[config.mk]
export PLATFORM = sky130hd
export DESIGN_NAME = dmem_bridge
export DESIGN_NICKNAME = d
export VERILOG_FILES = /design/src/rtl/dmem_bridge.sv
export SDC_FILE = /design/constraint.sdc
export NUM_CORES = 1
export LEC_CHECK = 0
export CORE_MARGIN = 10
export CORE_UTILIZATION = 30
export CTS_BUF_LIST = sky130_fd_sc_hd__clkbuf_16
export CTS_CLUSTER_SIZE = 24
export DETAILED_ROUTE_END_ITERATION = 10
export GPL_ROUTABILITY_DRIVEN = 0
export PLACE_DENSITY = 0.74
export SLEW_MARGIN = 20
export SYNTH_ARGS = -nofsm -noshare
export SYNTH_HDL_FRONTEND = slang
export SYNTH_SLANG_ARGS = --single-unit
[constraint.sdc]
create_clock -name clk -period 5.06 [get_ports clk]
set_input_delay 1.012 -clock clk [delete_from_list [all_inputs] [get_ports clk]]
set_output_delay 1.012 -clock clk [all_outputs]
set_load 0.01 [all_outputs]
[src/rtl/dmem_bridge.sv]
// dmem_bridge: MIPS MEM-stage to data-memory bridge.
// Turns a single-cycle load/store into a req/gnt/rvalid transaction, stalls the
// pipeline until it completes, and handles lane steering, byte enables, load
// extension and alignment checks.
// Optional feature: define DMEM_SUBWORD_EN for byte/half accesses; without it
// every access is a full word and mem_opM is ignored.
module dmem_bridge #(
  parameter int ADDR_W = 32
) (
  input  logic              clk,
  input  logic              rst,          // asynchronous, active-low
  input  logic              memreadM,
  input  logic              memwriteM,
  input  logic [ADDR_W-1:0] aluoutM,
  input  logic [31:0]       writedataM,
  input  logic [2:0]        mem_opM,
  output logic [31:0]       readdataM,
  output logic              stallM,
  output logic              adelM,
  output logic              adesM,
  output logic              mem_req,
  output logic              mem_we,
  output logic [ADDR_W-1:0] mem_addr,
  output logic [3:0]        mem_be,
  output logic [31:0]       mem_wdata,
  input  logic              mem_gnt,
  input  logic              mem_rvalid,
  input  logic [31:0]       mem_rdata
);

  typedef enum logic [1:0] {S_IDLE, S_REQ, S_WAIT_R, S_DONE} state_t;
  typedef enum logic [1:0] {SZ_WORD, SZ_HALF, SZ_BYTE}       size_t;

  state_t              state_q;
  size_t               size_q;
  logic                sext_q;
  logic [1:0]          lane_q;
  logic                mem_req_q, mem_we_q;
  logic [ADDR_W-1:0]   mem_addr_q;
  logic [3:0]          mem_be_q;
  logic [31:0]         mem_wdata_q;
  logic [31:0]         readdata_q;

  size_t               size_d;
  logic                sext_d;
  logic [3:0]          be_d;
  logic [31:0]         wdata_d;
  logic [31:0]         load_d;
  logic                access, misaligned, start;

`ifdef DMEM_SUBWORD_EN
  // Decode the access size and extension mode of the incoming request.
  always_comb begin
    // NOTE: every always_comb output gets a default first so no path leaves it unassigned (no latch).
    size_d = SZ_WORD;
    sext_d = 1'b0;
    case (mem_opM)
      3'b001:  begin size_d = SZ_HALF; sext_d = 1'b1; end
      3'b010:  begin size_d = SZ_HALF; sext_d = 1'b0; end
      3'b011:  begin size_d = SZ_BYTE; sext_d = 1'b1; end
      3'b100:  begin size_d = SZ_BYTE; sext_d = 1'b0; end
      default: ;
    endcase
  end

  // Steer store data onto its byte lanes and build the byte enables.
  always_comb begin
    be_d    = 4'b1111;
    wdata_d = writedataM;
    if (memwriteM) begin
      case (size_d)
        SZ_BYTE: begin
          wdata_d = {4{writedataM[7:0]}};
          be_d    = 4'b0001 << aluoutM[1:0];
        end
        SZ_HALF: begin
          wdata_d = {2{writedataM[15:0]}};
          be_d    = aluoutM[1] ? 4'b1100 : 4'b0011;
        end
        default: ;
      endcase
    end
  end

  // Pick the addressed lane of the read data and extend it to 32 bits.
  always_comb begin
    logic [7:0]  byte_sel;
    logic [15:0] half_sel;
    case (lane_q)
      2'd0:    byte_sel = mem_rdata[7:0];
      2'd1:    byte_sel = mem_rdata[15:8];
      2'd2:    byte_sel = mem_rdata[23:16];
      default: byte_sel = mem_rdata[31:24];
    endcase
    half_sel = lane_q[1] ? mem_rdata[31:16] : mem_rdata[15:0];
    case (size_q)
      SZ_BYTE: load_d = {{24{sext_q & byte_sel[7]}}, byte_sel};
      SZ_HALF: load_d = {{16{sext_q & half_sel[15]}}, half_sel};
      default: load_d = mem_rdata;
    endcase
  end
`else
  // Word-only build: size fields are constant and the data passes straight through.
  logic unused_fields;
  assign size_d        = SZ_WORD;
  assign sext_d        = 1'b0;
  assign be_d          = 4'b1111;
  assign wdata_d       = writedataM;
  assign load_d        = mem_rdata;
  assign unused_fields = ^{mem_opM, size_q, sext_q, lane_q};
`endif

  assign access     = memreadM | memwriteM;
  assign misaligned = ((size_d == SZ_WORD) && (aluoutM[1:0] != 2'b00)) ||
                      ((size_d == SZ_HALF) && aluoutM[0]);
  assign start      = (state_q == S_IDLE) && access && !misaligned;

  // Stall and error pulses are combinational in IDLE; gating with rst drops them during reset.
  assign stallM = rst & (start || (state_q == S_REQ) || (state_q == S_WAIT_R));
  assign adelM  = rst & (state_q == S_IDLE) & access & misaligned & ~memwriteM;
  assign adesM  = rst & (state_q == S_IDLE) & access & misaligned &  memwriteM;

  assign mem_req   = mem_req_q;
  assign mem_we    = mem_we_q;
  assign mem_addr  = mem_addr_q;
  assign mem_be    = mem_be_q;
  assign mem_wdata = mem_wdata_q;
  assign readdataM = readdata_q;

  // Transaction FSM: latches the request, drives the memory side, captures load data.
  always_ff @(posedge clk or negedge rst) begin
    if (!rst) begin
      state_q     <= S_IDLE;
      size_q      <= SZ_WORD;
      sext_q      <= 1'b0;
      lane_q      <= 2'b00;
      mem_req_q   <= 1'b0;
      mem_we_q    <= 1'b0;
      mem_addr_q  <= '0;
      mem_be_q    <= 4'b0000;
      mem_wdata_q <= 32'h0;
      readdata_q  <= 32'h0;
    end else begin
      // NOTE: state registers use non-blocking assignments so all updates see pre-edge values.
      case (state_q)
        S_IDLE: begin
          if (start) begin
            state_q     <= S_REQ;
            mem_req_q   <= 1'b1;
            mem_we_q    <= memwriteM;
            mem_addr_q  <= {aluoutM[ADDR_W-1:2], 2'b00};
            mem_be_q    <= be_d;
            mem_wdata_q <= wdata_d;
            size_q      <= size_d;
            sext_q      <= sext_d;
            lane_q      <= aluoutM[1:0];
          end
        end
        S_REQ: begin
          if (mem_gnt) begin
            mem_req_q <= 1'b0;
            state_q   <= mem_we_q ? S_DONE : S_WAIT_R;
          end
        end
        S_WAIT_R: begin
          if (mem_rvalid) begin
            readdata_q <= load_d;
            state_q    <= S_DONE;
          end
        end
        default: state_q <= S_IDLE;
      endcase
    end
  end

endmodule

Word level (Yosys, flattened, before mapping):

Cells that the tools add are included.

* register bits after elaboration: 99
* memories kept: 0
* word-level logic and storage cells: 40
* memory bits (read-only): 0
* input port bits: 105
* output and inout port bits: 105
* memory bits (writable): 0
* latch bits: 0

* muxes and demuxes: 8
* magnitude comparators: 0
* eq/ne operators: 5
* $mul: 0
* add/sub/neg operators: 0
* bitwise logic cells: 8
* shifts and indexed selects: 0
* reduce and logical (&&, ||, !) cells: 12
* div/mod/pow operators: 0

Operator list (number)
* $and A1 B1 Y1: 6
* $mux W2: 3
* $ne A2 B2 Y1 const B: 3
* $pmux W2 S3: 1
* $reduce_and A3 Y1: 2
* $reduce_and A2 Y1: 2
* $reduce_bool A2 Y1: 2
* $mux W1: 3
* $eq A2 B1 Y1 const B: 1
* $eq A2 B2 Y1 const B: 1
* $logic_and A1 B1 Y1: 2
* $logic_not A2 Y1: 1
* $logic_or A1 B1 Y1: 2
* $pmux W1 S2: 1
* $logic_not A1 Y1: 1
* $not A1 Y1: 1
* $or A1 B1 Y1: 1

Logic depth before layout (Yosys ltp):

* word-level depth: 6
* mapped depth: 6
* mapped depth without buffers: 5

Worst setup path after synthesis:

OpenSTA, ideal clock, no wires.

* path kind: input port to output port
* from: input memreadM
* to: output stallM
* data arrival time: 1799 ps
* path buffers: 2
* cell stages on the path: 4
* required time: 4048 ps
* slack: 2249 ps
* cells stage by stage: o211a_1 > buf_6 > buf_6 > o31a_1

* cells in the longest elaborated chain, start to end: 6

Ends and longest elaborated chain
* start: declaration: line 12 `input logic memreadM,`
* $or A1 B1 Y1: line 113 `assign access = memreadM | memwriteM;`
* $logic_and A1 B1 Y1 (2 in series): line 116 `assign start = (state_q == S_IDLE) && access && !misaligned;`
* $logic_or A1 B1 Y1 (2 in series): line 119 `assign stallM = rst & (start || (state_q == S_REQ) || (state_q == S_WAIT_R));`
* $and A1 B1 Y1: line 119
* end: declaration: line 18 `output logic stallM,`

No other way between the ends.

Worst setup path in the final report:

* from: input memwriteM
* to: output stallM

* cells in the longest elaborated chain, start to end: 6

Ends and longest elaborated chain
* start: declaration: line 13 `input logic memwriteM,`
* $or A1 B1 Y1: line 113
* $logic_and A1 B1 Y1 (2 in series): line 116
* $logic_or A1 B1 Y1 (2 in series): line 119
* $and A1 B1 Y1: line 119

No other way between the ends.

==> impl.org <==
** Timing
- The number of endpoints with negative hold slack in the final report was 0.
- At the pin with the least slew margin, the transition time is 1.05 ns.
- Fin worst setup slack :: 1.46 ns
- For the finished layout, the period the worst path requires is 3.60 ns.
- Between clock sinks in the finished design, the worst skew comes to 0.00569 ns.
- The final count of pins violating max slew came to 0.
- Relative slew margins :: 30.0%
- Finish-stage setup viols :: 0
- Final period utilization :: 71.1%
- Setup repair after global routing left no endpoint under its margin.
- Based on the critical path, the design can be clocked at up to 278 MHz.
- Sum of negative setup slack :: 0 ns

** Die
- Once the floorplan was initialized, standard cells occupied 30.4% of the core.
- Measured along the y axis, the die boundary spans 136 um.
- The floorplan step defined a die boundary enclosing 18,400 um^2.
- Core Footprint :: 13,200 um^2
- I/O Pins :: 210
- In this run the core area contains 42 standard-cell rows.
- Floorplan die width :: 136 um

** Power
- Part of the power in the clock network :: 17.0%
- Combinational logic burns 47.2% of the power.
- Leakage power of the design :: 2.72 nW
- Overall power consumption after layout is estimated at 3.91 mW.
- Power per unit of standard cell area :: 605 nW/um^2
- Sw Ratio :: 29.3%
- Peak supply drop :: 0.228 mV
- The internal portion of the total power is 2.77 mW.
- Proportion of power drawn by flip-flops and latches :: 35.8%
- The analysis attributes to net switching a power of 1.15 mW.

** Setup path
- Launching element type of the critical path :: input pin
- The most numerous cell type found on the critical path is clkdlybuf4s50_1.
- Among all stages on the critical path, the largest delay is contributed by clkdlybuf4s50_1.
- Arrival time of data at the critical path endpoint :: 2.58 ns
- CP peak stage delay :: 0.50 ns
- Worst-path maximum fanout :: 5
- The critical path goes through clkdlybuf4s50_1 -> o211a_4 -> o31a_1 -> clkdlybuf4s50_1.
- At the worst endpoint, the required time is 4.05 ns.
- The worst setup path is captured at an output port.
- By startpoint and endpoint, the worst setup path is classified as in2out.

** Cells and area
- Total number of nets in the final design :: 548
- The post-route netlist has 25.9% of its cells at a drive strength greater than 1.
- In the layout the commonest cells are clkdlybuf4s50_1 (203), dfrtp_1 (99), mux2_2 (57).
- Relative to the synthesized area, the layout overhead comes to 61.4%.
- After the flow finishes, the layout carries non-filler instances totaling 620.
- Most common cell after layout, fill and taps aside :: clkdlybuf4s50_1
- Fill cell total of the finished layout :: 1,137
- # diodes :: 0

** Detailed routing
- Antenna Nets Post-Route :: 0
- After detailed routing, the number of remaining DRC violations is 0.
- Total Wirelength :: 11,300 um
- Average detailed-routed wire length per instance :: 18.3 um
- Iteration-0 DRC count of the detailed router :: 46
- Number of optimization iterations in the first detailed-route pass :: 4
- In the routed layout, each cell is associated on average with a via count of 4.35.
- Via count of the routed design :: 2,700

** Clock tree
- Buffer cell driving the clock tree root :: clkbuf_16
- Setup Buffers After CTS :: 0
- Post-CTS repair changed the size of 0 cells.
- TritonCTS Buffers :: 9
- Clock-pin slew on the worst setup and hold paths :: 0.06 ns
- TritonCTS built the clock tree.
- Clock latency on the worst-skew pair, taken at its later pin, is 0.34 ns.
- Maximum root-to-sink buffer count :: 2
- H-tree Lvls :: 3
- Number of sinks on the clock net :: 99
- Hold repair after CTS inserted 0 buffers.

** Global route
- Entering global routing, the biggest net connects 66 pins.
- The via count of the first global-routing pass came to 3,003.
- Global-route wire length before repair :: 17,300 um
- Global routing used 12.2% of the available tracks.
- The initial antenna violation count was 0.
- After global routing the overflow that remains totals 0.

** Yosys
- Synthesis instantiated 24 different standard cells from the library.
- Mean cell area of the mapped netlist :: 17.1 um^2
- Synth Instances :: 235
- Netlist area before placement :: 4010 um^2
- During synthesis, Yosys emitted a total of 0 warnings.
- In this run, synthesis produced a sequential element count of 99.
- Share of synthesized area occupied by flip-flops and latches :: 61.7%

** Place
- OpenSTA, run right after detailed placement, puts the worst setup slack at 1.47 ns.
- In this run the tool buffered the top-level ports with 204 buffer cells.
- Inst Count DP :: 604
- HPWL after DPL :: 8730 um

** Min path
- Min-Delay Path Class :: reg2reg

** Status
- The flow ran to the end, and the final reports show no timing, DRC or antenna violations.

** Job
- The tool flagged a number of max-cap violations equal to 0.
-- area by class of cell --
| type | count | area, um^2 | area share [%] |
|---|---|---|---|
| clock buffers | 9 | 225 | 3.48 |
| clock inverters | 7 | 60.1 | 0.928 |
| inverters | 3 | 11.3 | 0.174 |
| multi-input cells | 119 | 1420 | 21.9 |
| flip-flops and latches | 99 | 2480 | 38.3 |
| well taps | 176 | 220 | 3.40 |
| repair buffers | 207 | 2060 | 31.8 |
-- path summary, 6_finish.rpt --
check,start,to,slack [ns],depth (start not counted)
setup reg to reg,state_q[0]$_DFFE_PN0P_,mem_wdata[6]$_DFFE_PN0P_,2.72,5
setup / recovery,memwriteM,stallM,1.46,4
hold reg to reg,readdataM[12]$_DFFE_PN0P_,readdataM[12]$_DFFE_PN0P_,0.50,1
max in group asynchronous,rst,readdataM[30]$_DFFE_PN0P_,3.20,2
min in group asynchronous,rst,mem_req$_DFFE_PN0P_,0.62,1
hold / removal,readdataM[12]$_DFFE_PN0P_,readdataM[12]$_DFFE_PN0P_,0.50,1
-- cell families after synthesis --
| kind of cell | share of synthesized area, % |
|---|---|
| simple gates | 1.43 |
| fa+ha+maj | 1.25 |
| other cells | 0.0935 |
| mux | 30.8 |
| buf+inv | 3.24 |
| flops | 61.7 |
| compound gates | 1.47 |
-- registers in the layout, indices dropped and copies added (netlist names) --
signal,cells
readdataM,32
state_q,2
mem_addr,30
mem_be,1
mem_wdata,32
mem_req,1
mem_we,1
-- cells in the mapped netlist --
cell type	instances	share of area, %
nor3b_1	1	0.19
buf_6	5	1.4
buf_4	5	0.94
nor4b_1	1	0.22
conb_1	1	0.093
ha_1	4	1.2
o31a_1	1	0.22
nor2_4	1	0.28
a221o_1	1	0.25
buf_2	5	0.62
mux2_4	38	14
dfrtp_1	99	62
or2_1	1	0.16
a211oi_1	1	0.19
a21boi_0	1	0.19
mux2_2	57	16
nor2b_1	2	0.31
o211a_1	1	0.25
mux2_1	2	0.56
nor2_1	1	0.093
o21ai_1	1	0.12
a311o_1	1	0.25
nand2_1	2	0.19
inv_1	3	0.28
-- per-stage QoR --
stage	cell area (um^2)	util, %	hold WS [ns]
floorplan	4020	-	0.517
global placement	6190	46.9	0.486
detailed placement	6190	46.9	0.491
CTS	6470	49.1	0.509
global route	6470	49.1	0.517
finish	6470	49.1	0.502
-- power by group through the flow --
stage | Combinational [mW] | Sequential [mW] | Clock (mW)
finish | 1.85 | 1.40 | 0.666
global route | 1.97 | 1.45 | 0.726
CTS | 1.89 | 1.41 | 0.693
detailed placement | 1.88 | 1.42 | 0
global placement | 1.85 | 1.39 | 0
floorplan | 0.631 | 1.59 | 0
-- worst max-delay path: cells and delay by family --
| family | cells | cell delay (ns) |
|---|---|---|
| buffers and inverters | 2 | 1.00 |
| AO/OA/AOI/OAI | 2 | 0.57 |
-- metal layers --
| layer | track usage, % | vias up | routed length [um] | part of all wire (%) |
|---|---|---|---|---|
| li1 | - | 1228 | - | - |
| met1 | 13.6 | 1352 | 4350 | 38 |
| met2 | 20.3 | 108 | 5780 | 51 |
| met3 | 4.19 | 12 | 1010 | 8.9 |
| met4 | 6.04 | 0 | 215 | 1.9 |
| met5 | 0 | - | 0 | 0 |
Power figures use the tool's default switching activity.
